==> src/rtl/ddr_pattern_pkg.sv <==
// Shared types, mode codes and the PRBS7 stepping helper for the
// multi-lane OSERDES pattern generator.
package ddr_pattern_pkg;

  localparam logic [2:0] MODE_ZERO  = 3'd0;
  localparam logic [2:0] MODE_CLOCK = 3'd1;
  localparam logic [2:0] MODE_COUNT = 3'd2;
  localparam logic [2:0] MODE_PRBS  = 3'd3;
  localparam logic [2:0] MODE_TRAIN = 3'd4;

  typedef enum logic [1:0] {
    ST_IDLE,
    ST_RSTH,
    ST_SETTLE,
    ST_RUN
  } state_e;

  localparam int PRBS_W     = 7;
  localparam int PRBS_TAP_A = 6;
  localparam int PRBS_TAP_B = 5;
  localparam int MAX_BITS   = 10;

  typedef struct packed {
    logic [PRBS_W-1:0]   st;
    logic [MAX_BITS-1:0] bits;
  } prbs_res_t;

  // x^7+x^6+1 Fibonacci; the MSB leaves first and lands in bit 0
  function automatic prbs_res_t prbs7_step_n(
    input logic [PRBS_W-1:0] st,
    input int                n
  );
    prbs_res_t         r;
    logic [PRBS_W-1:0] s;
    s      = st;
    r.bits = '0;
    for (int i = 0; i < MAX_BITS; i++) begin
      if (i < n) begin
        r.bits[i] = s[PRBS_W-1];
        s = {s[PRBS_W-2:0], s[PRBS_TAP_A] ^ s[PRBS_TAP_B]};
      end
    end
    r.st = s;
    return r;
  endfunction

endpackage

==> src/rtl/ddr_prbs7_lane.sv <==
// One PRBS7 lane: seed load on RUN entry, i2o steps per advanced word,
// word bits are the bits shifted out of the current state.
module ddr_prbs7_lane
  import ddr_pattern_pkg::*;
#(
  parameter int i2o = 4
) (
  input  logic              clk_i,
  input  logic              rst_ni,
  input  logic [PRBS_W-1:0] seed_i,
  input  logic              load_i,
  input  logic              adv_i,
  output logic [i2o-1:0]    bits_o
);

  logic [PRBS_W-1:0]   lfsr_q;
  logic [PRBS_W-1:0]   cur;
  prbs_res_t           res;
  logic [MAX_BITS-1:0] unused_bits;

  assign cur         = load_i ? seed_i : lfsr_q;
  assign res         = prbs7_step_n(cur, i2o);
  assign bits_o      = res.bits[i2o-1:0];
  assign unused_bits = res.bits;

  always_ff @(posedge clk_i or negedge rst_ni) begin
    if (!rst_ni) begin
      lfsr_q <= '1;
    end else if (load_i || adv_i) begin
      lfsr_q <= res.st;
    end
  end

endmodule

==> src/rtl/ddr_lane_pattern_gen.sv <==
// Multi-lane OSERDES pattern source: SR sequencing against DCM lock, then
// zero/clock/count/PRBS7/train words. DDR_PATTERN_ERRINJ_EN adds errInj.
module ddr_lane_pattern_gen
  import ddr_pattern_pkg::*;
#(
  parameter int             nLanes       = 4,
  parameter int             i2o          = 4,
  parameter int             rstCycles    = 8,
  parameter int             settleCycles = 4,
  parameter logic [i2o-1:0] trainWord    = i2o'(4'b0110)
) (
  input  logic                    CLK,
  input  logic                    RST_N,
  input  logic                    dcmLocked,
  input  logic                    enable,
  input  logic [2:0]              mode,
`ifdef DDR_PATTERN_ERRINJ_EN
  input  logic                    errInj,
`endif
  output logic                    rstSerdes,
  output logic [nLanes*i2o-1:0]   laneData,
  output logic                    running,
  output logic [31:0]             wordCount
);

  localparam int DW = nLanes * i2o;

  generate
    if (nLanes < 1 || nLanes > 127) begin : g_bad_lanes
      $error("nLanes must be 1..127");
    end
    if (i2o < 2 || i2o > 10) begin : g_bad_i2o
      $error("i2o must be 2..10");
    end
    if (rstCycles < 1 || settleCycles < 1) begin : g_bad_cyc
      $error("rstCycles and settleCycles must be >= 1");
    end
  endgenerate

  logic           sync1_q, sync2_q;
  logic           ok;
  state_e         state_q, state_d;
  logic [15:0]    cnt_q, cnt_d;
  logic [2:0]     modeR_q, modeR_d, modeSel;
  logic [i2o-1:0] pc_q, pc_d, pcCur;
  logic           entering, inRun;
  logic [DW-1:0]  laneData_q, laneData_d;
  logic           rstSerdes_q, rstSerdes_d;
  logic           running_q, running_d;
  logic [31:0]    wordCount_q, wordCount_d;
  logic [DW-1:0]  clkAll, cntAll, prbsAll, trainAll;

  assign ok = sync2_q & enable;

  always_comb begin
    state_d = state_q;
    cnt_d   = cnt_q;
    if (!ok) begin
      state_d = ST_IDLE;
    end else begin
      unique case (state_q)
        ST_IDLE: begin
          state_d = ST_RSTH;
          cnt_d   = 16'(rstCycles - 1);
        end
        ST_RSTH: begin
          if (cnt_q == '0) begin
            state_d = ST_SETTLE;
            cnt_d   = 16'(settleCycles - 1);
          end else begin
            cnt_d = cnt_q - 16'd1;
          end
        end
        ST_SETTLE: begin
          if (cnt_q == '0) state_d = ST_RUN;
          else cnt_d = cnt_q - 16'd1;
        end
        default: state_d = ST_RUN;
      endcase
    end
  end

  assign inRun    = (state_d == ST_RUN);
  assign entering = inRun && (state_q != ST_RUN);
  assign modeSel  = entering ? mode : modeR_q;
  assign modeR_d  = modeSel;
  assign pcCur    = entering ? '0 : pc_q;
  assign pc_d     = inRun ? pcCur + 1'b1 : pc_q;
  assign trainAll = {nLanes{trainWord}};

  for (genvar k = 0; k < nLanes; k++) begin : g_lane
    for (genvar b = 0; b < i2o; b++) begin : g_bit
      assign clkAll[k*i2o+b] = (b % 2 == 0);
    end
    assign cntAll[k*i2o +: i2o] = pcCur + i2o'(k);
    ddr_prbs7_lane #(.i2o(i2o)) u_prbs (
      .clk_i  (CLK),
      .rst_ni (RST_N),
      .seed_i (7'h7F ^ 7'(k)),
      .load_i (entering),
      .adv_i  (inRun && !entering),
      .bits_o (prbsAll[k*i2o +: i2o])
    );
  end

`ifdef DDR_PATTERN_ERRINJ_EN
  logic errInj_q;
  always_ff @(posedge CLK or negedge RST_N) begin
    if (!RST_N) errInj_q <= 1'b0;
    else errInj_q <= errInj;
  end
`endif

  always_comb begin
    laneData_d = '0;
    if (inRun) begin
      unique case (1'b1)
        (modeSel == MODE_CLOCK): laneData_d = clkAll;
        (modeSel == MODE_COUNT): laneData_d = cntAll;
        (modeSel == MODE_PRBS):  laneData_d = prbsAll;
        (modeSel == MODE_TRAIN): laneData_d = trainAll;
        default:                 laneData_d = '0;
      endcase
`ifdef DDR_PATTERN_ERRINJ_EN
      // corrupt only the emitted word; pattern state is untouched
      if (errInj && !errInj_q) laneData_d[0] = ~laneData_d[0];
`endif
    end
  end

  always_comb begin
    wordCount_d = wordCount_q;
    if (entering) begin
      wordCount_d = 32'd1;
    end else if (inRun && wordCount_q != 32'hFFFF_FFFF) begin
      wordCount_d = wordCount_q + 32'd1;
    end
  end

  assign rstSerdes_d = (state_d == ST_IDLE) || (state_d == ST_RSTH);
  assign running_d   = inRun;

  always_ff @(posedge CLK or negedge RST_N) begin
    if (!RST_N) begin
      sync1_q     <= 1'b0;
      sync2_q     <= 1'b0;
      state_q     <= ST_IDLE;
      cnt_q       <= '0;
      modeR_q     <= MODE_ZERO;
      pc_q        <= '0;
      laneData_q  <= '0;
      rstSerdes_q <= 1'b1;
      running_q   <= 1'b0;
      wordCount_q <= '0;
    end else begin
      sync1_q     <= dcmLocked;
      sync2_q     <= sync1_q;
      state_q     <= state_d;
      cnt_q       <= cnt_d;
      modeR_q     <= modeR_d;
      pc_q        <= pc_d;
      laneData_q  <= laneData_d;
      rstSerdes_q <= rstSerdes_d;
      running_q   <= running_d;
      wordCount_q <= wordCount_d;
    end
  end

  assign laneData  = laneData_q;
  assign rstSerdes = rstSerdes_q;
  assign running   = running_q;
  assign wordCount = wordCount_q;

endmodule

==> config.mk <==
export PLATFORM = sky130hd
export DESIGN_NAME = ddr_lane_pattern_gen
export DESIGN_NICKNAME = d
export VERILOG_FILES = /design/src/rtl/ddr_pattern_pkg.sv /design/src/rtl/ddr_prbs7_lane.sv /design/src/rtl/ddr_lane_pattern_gen.sv
export SDC_FILE = /design/constraint.sdc
export NUM_CORES = 1
export LEC_CHECK = 0
export BUFFER_PORTS_ARGS = -buffer_cell sky130_fd_sc_hd__buf_2
export CAP_MARGIN = 20
export CORE_MARGIN = 2
export CORE_UTILIZATION = 57
export DETAILED_ROUTE_END_ITERATION = 7
export GPL_TIMING_DRIVEN = 0
export HOLD_SLACK_MARGIN = 0.1
export PLACE_DENSITY_LB_ADDON = 0.08
export SYNTH_ARGS = -nofsm -noshare
export SYNTH_HDL_FRONTEND = slang
export SYNTH_SLANG_ARGS = --single-unit
==> constraint.sdc <==
create_clock -name CLK -period 3.8 [get_ports CLK]
set_clock_uncertainty 0.15 [all_clocks]
set_input_delay 0.57 -clock CLK [delete_from_list [all_inputs] [get_ports CLK]]
set_output_delay 0.57 -clock CLK [all_outputs]
set_load 0.005 [all_outputs]
==> qor.txt <==
post-placement cell area -> 5987 µm²
Placed Cells -> 774
Inserted Diodes -> 0
Ys Warns -> 0
initial drt markers -> 402
min-delay src -> dcmLocked
Worst VDD drop -> 304.2 µV
grt ovf -> 0
EDFF count, synth -> 0
Pins Over Slew Limit -> 0
r2r worst-path depth -> 12
post-synth top area cell -> dfrtp_1
Mean Syn Cell Area -> 9.380 µm²
Seq/Total Area, Yosys -> 0.4830
RSZ-0062 raised after global routing -> false
GRT Resource Usage Total -> 0.2667
cts repair resizes -> 0
Final Wtd Congestion -> 0.8818
port bufs -> 56
synth unique cells -> 54
Area Overhead vs Synth -> 12.18%
DR DRC count -> 0
setup total negative slack -> 0 ns
max_cap viols -> 0
via/cell ratio -> 5.812
hpwl dp -> 9383 µm
clk root buf -> clkbuf_8
Post-Layout Cell Count -> 791
Die ar. -> 10,480 µm²
clk slew on worst S/H paths -> 0.09 ns
Yosys top cell area share -> 0.3448
largest net degree at the start of global routing -> 55
Syn Inst Count -> 588
WL/cell -> 16.62 µm
PwrDens -> 346.3 nW/µm²
Worst-Margin Slew -> 0.7242 ns
TritonCTS Buffers -> 9
Required @ worst endpoint -> 3.89 ns
worst r2r src -> cnt_q[0]$_DFFE_PN0P_
CTS tree -> built
critical path's slowest cell -> mux2_2
crit path buf inv count -> 3
most common cell in the netlist -> dfrtp_1
cell mode on critical path -> ha_1
Initial Util -> 0.5913
initial antenna violation count -> 0
synthesis-stage register bit count -> 105
WP data arrival -> 3.43 ns
Crit Path Category -> reg2reg
final setup vio count -> 0
hold path endpoint -> sync1_q$_DFF_PN0_
Pleak -> 2.814 nW
status -> completed
cell row count -> 35
Worst R2R Setup Slack -> 0.46 ns
number of global-route vias before repair -> 4,325
CP max FO -> 10
synth cell count leaders -> dfrtp_1, nor2_1, nand2_1
Tcrit/Tclk final -> 0.8789
CTS Hold Bufs -> 1
design area -> 6187 µm²
final worst path period need -> 3.340 ns
ys async rst share -> 1.000
Synth Cell Area -> 5515 µm²
Worst-Skew Late Latency -> 0.37 ns
share of cells above drive strength 1 -> 0.2009
largest cells by area after synthesis -> dfrtp_1, dfstp_2, xnor2_1
H-tree levels -> 3
nets -> 672
TritonCTS Sinks -> 105
post-route ant nets -> 0
CTS Buffer Depth -> 2
first-pass GRT wire length -> 21,480 µm
Chip Width -> 102.4 µm
FILL cells -> 803
Final Hold Vio Count -> 0
WL final -> 13,150 µm
Vias -> 4,597
Core ar. -> 9328 µm²
f_max -> 299.4 MHz
Slowest Stage Delay on Critical Path -> 0.43 ns
Die Height -> 102.4 µm
Worst R2R End -> laneData[10]$_DFF_PN0_
ys flop type -> dfrtp_1
postcts setup bufs -> 0
worst hold stages -> 1
startpoint types -> flop
Pre-antenna DRT Iters -> 5
crit-path cells -> inv_1 -> ha_1 -> nor4b_1 -> and4_1 -> buf_6 -> mux2_2 -> buf_2 -> nand2b_1 -> ha_1 -> o21ai_0 -> a22oi_1 -> o22ai_1
Ports -> 57
Rel. slew slack -> 0.5128
Worst Setup End Kind -> flop
family with the most delay on the worst path -> simple AND/OR/NAND/NOR gates
Mapped Nets -> 603
worst min-delay path category -> in2reg
-- layout make-up --
type | instances | area (µm²) | area share
multi-input cells | 434 | 2643 | 0.4271
plain buffers | 28 | 130.1 | 0.02103
flip-flops and latches | 105 | 2664 | 0.4305
repair buffers | 58 | 320.3 | 0.05177
clock buffers | 13 | 168.9 | 0.02730
well taps | 129 | 161.4 | 0.02609
inverters | 21 | 78.83 | 0.01274
clock inverters | 3 | 21.27 | 0.003438
-- logic make-up (layout without fill, tap and decap cells) --
logic type               count (synthesis)  after routing  synth area share
AO/OA/AOI/OAI                           97             97            0.1069
XOR/XNOR                                54             54           0.08575
adder cells (fa/ha/maj)                  8              8           0.01815
buffers and inverters                   49            123           0.03788
flip-flops                             105            105            0.4830
multiplexers                             7              7           0.01588
AND/OR/NAND/NOR                        268            268            0.2525
-- worst max path at each step --
stage,start,cells after the start,end
5_1_grt,cnt_q[0]$_DFFE_PN0P_,12,laneData[10]$_DFF_PN0_
2_1_floorplan,cnt_q[0]$_DFFE_PN0P_,12,laneData[10]$_DFF_PN0_
3_5_place_dp,cnt_q[0]$_DFFE_PN0P_,12,laneData[10]$_DFF_PN0_
4_1_cts,cnt_q[0]$_DFFE_PN0P_,12,laneData[10]$_DFF_PN0_
3_3_place_gp,cnt_q[0]$_DFFE_PN0P_,12,laneData[10]$_DFF_PN0_
6_report,cnt_q[0]$_DFFE_PN0P_,12,laneData[10]$_DFF_PN0_
-- flip-flops by register name (all words and copies together) (netlist names) --
| register | cells |
|---|---|
| sync2_q | 1 |
| rstSerdes | 1 |
| cnt_q | 16 |
| running | 1 |
| pc_q | 4 |
| state_q | 2 |
| modeR_q | 3 |
| laneData | 16 |
| sync1_q | 1 |
| wordCount | 32 |
| g_lane.u_prbs.lfsr_q | 28 |
-- routing by layer --
metal  vias to the layer above  GRT usage  share of wire
li1                       2203          -              -
met1                      2238     0.3627           0.45
met2                       139     0.4383           0.49
met3                        17    0.05198          0.050
met4                         0    0.07692          0.012
met5                         -          0              0
-- where the power goes --
part           total (mW)  internal [mW]  switching [mW]  leakage [nW]
sequential           1.25           1.19          0.0543          1.33
combinational       0.231         0.0920           0.139          1.38
clock               0.666          0.295           0.371         0.101
total                2.14           1.58           0.564          2.81
-- cell usage in the layout (no fill, tap or decap), types with 12 or more instances in the layout --
master,instances
nand2_1,59
o21ai_0,29
dfrtp_1,76
nor4_1,13
nor3_1,15
nand4_1,12
xnor2_1,32
clkbuf_8,12
buf_2,60
xor2_1,22
inv_1,20
a21oi_1,25
nand3_1,38
nor2_1,67
clkbuf_1,18
dfstp_2,29
-- metrics by stage --
| step | total power [mW] | hold slack [ns] | worst slack (ns) | util |
|---|---|---|---|---|
| after detailed placement | 1.492 | 0.2015 | 0.5429 | 0.6419 |
| after CTS | 2.161 | 0.1503 | 0.5164 | 0.6633 |
| final | 2.143 | 0.1631 | 0.4603 | 0.6633 |
| after global routing | 2.234 | 0.1447 | 0.3102 | 0.6633 |
| after floorplan | 1.410 | 0.1244 | 0.9510 | - |
| after global placement | 1.476 | 0.1956 | 0.6203 | 0.6386 |
-- worst register-to-register path, cell delays in order (launching register included) --
cell	delay [ns]
dfrtp_1	0.42
inv_1	0.12
ha_1	0.17
nor4b_1	0.34
and4_1	0.27
buf_6	0.13
mux2_2	0.44
buf_2	0.23
nand2b_1	0.17
ha_1	0.34
o21ai_0	0.10
a22oi_1	0.22
o22ai_1	0.10
Power figures use the tool's default switching activity.
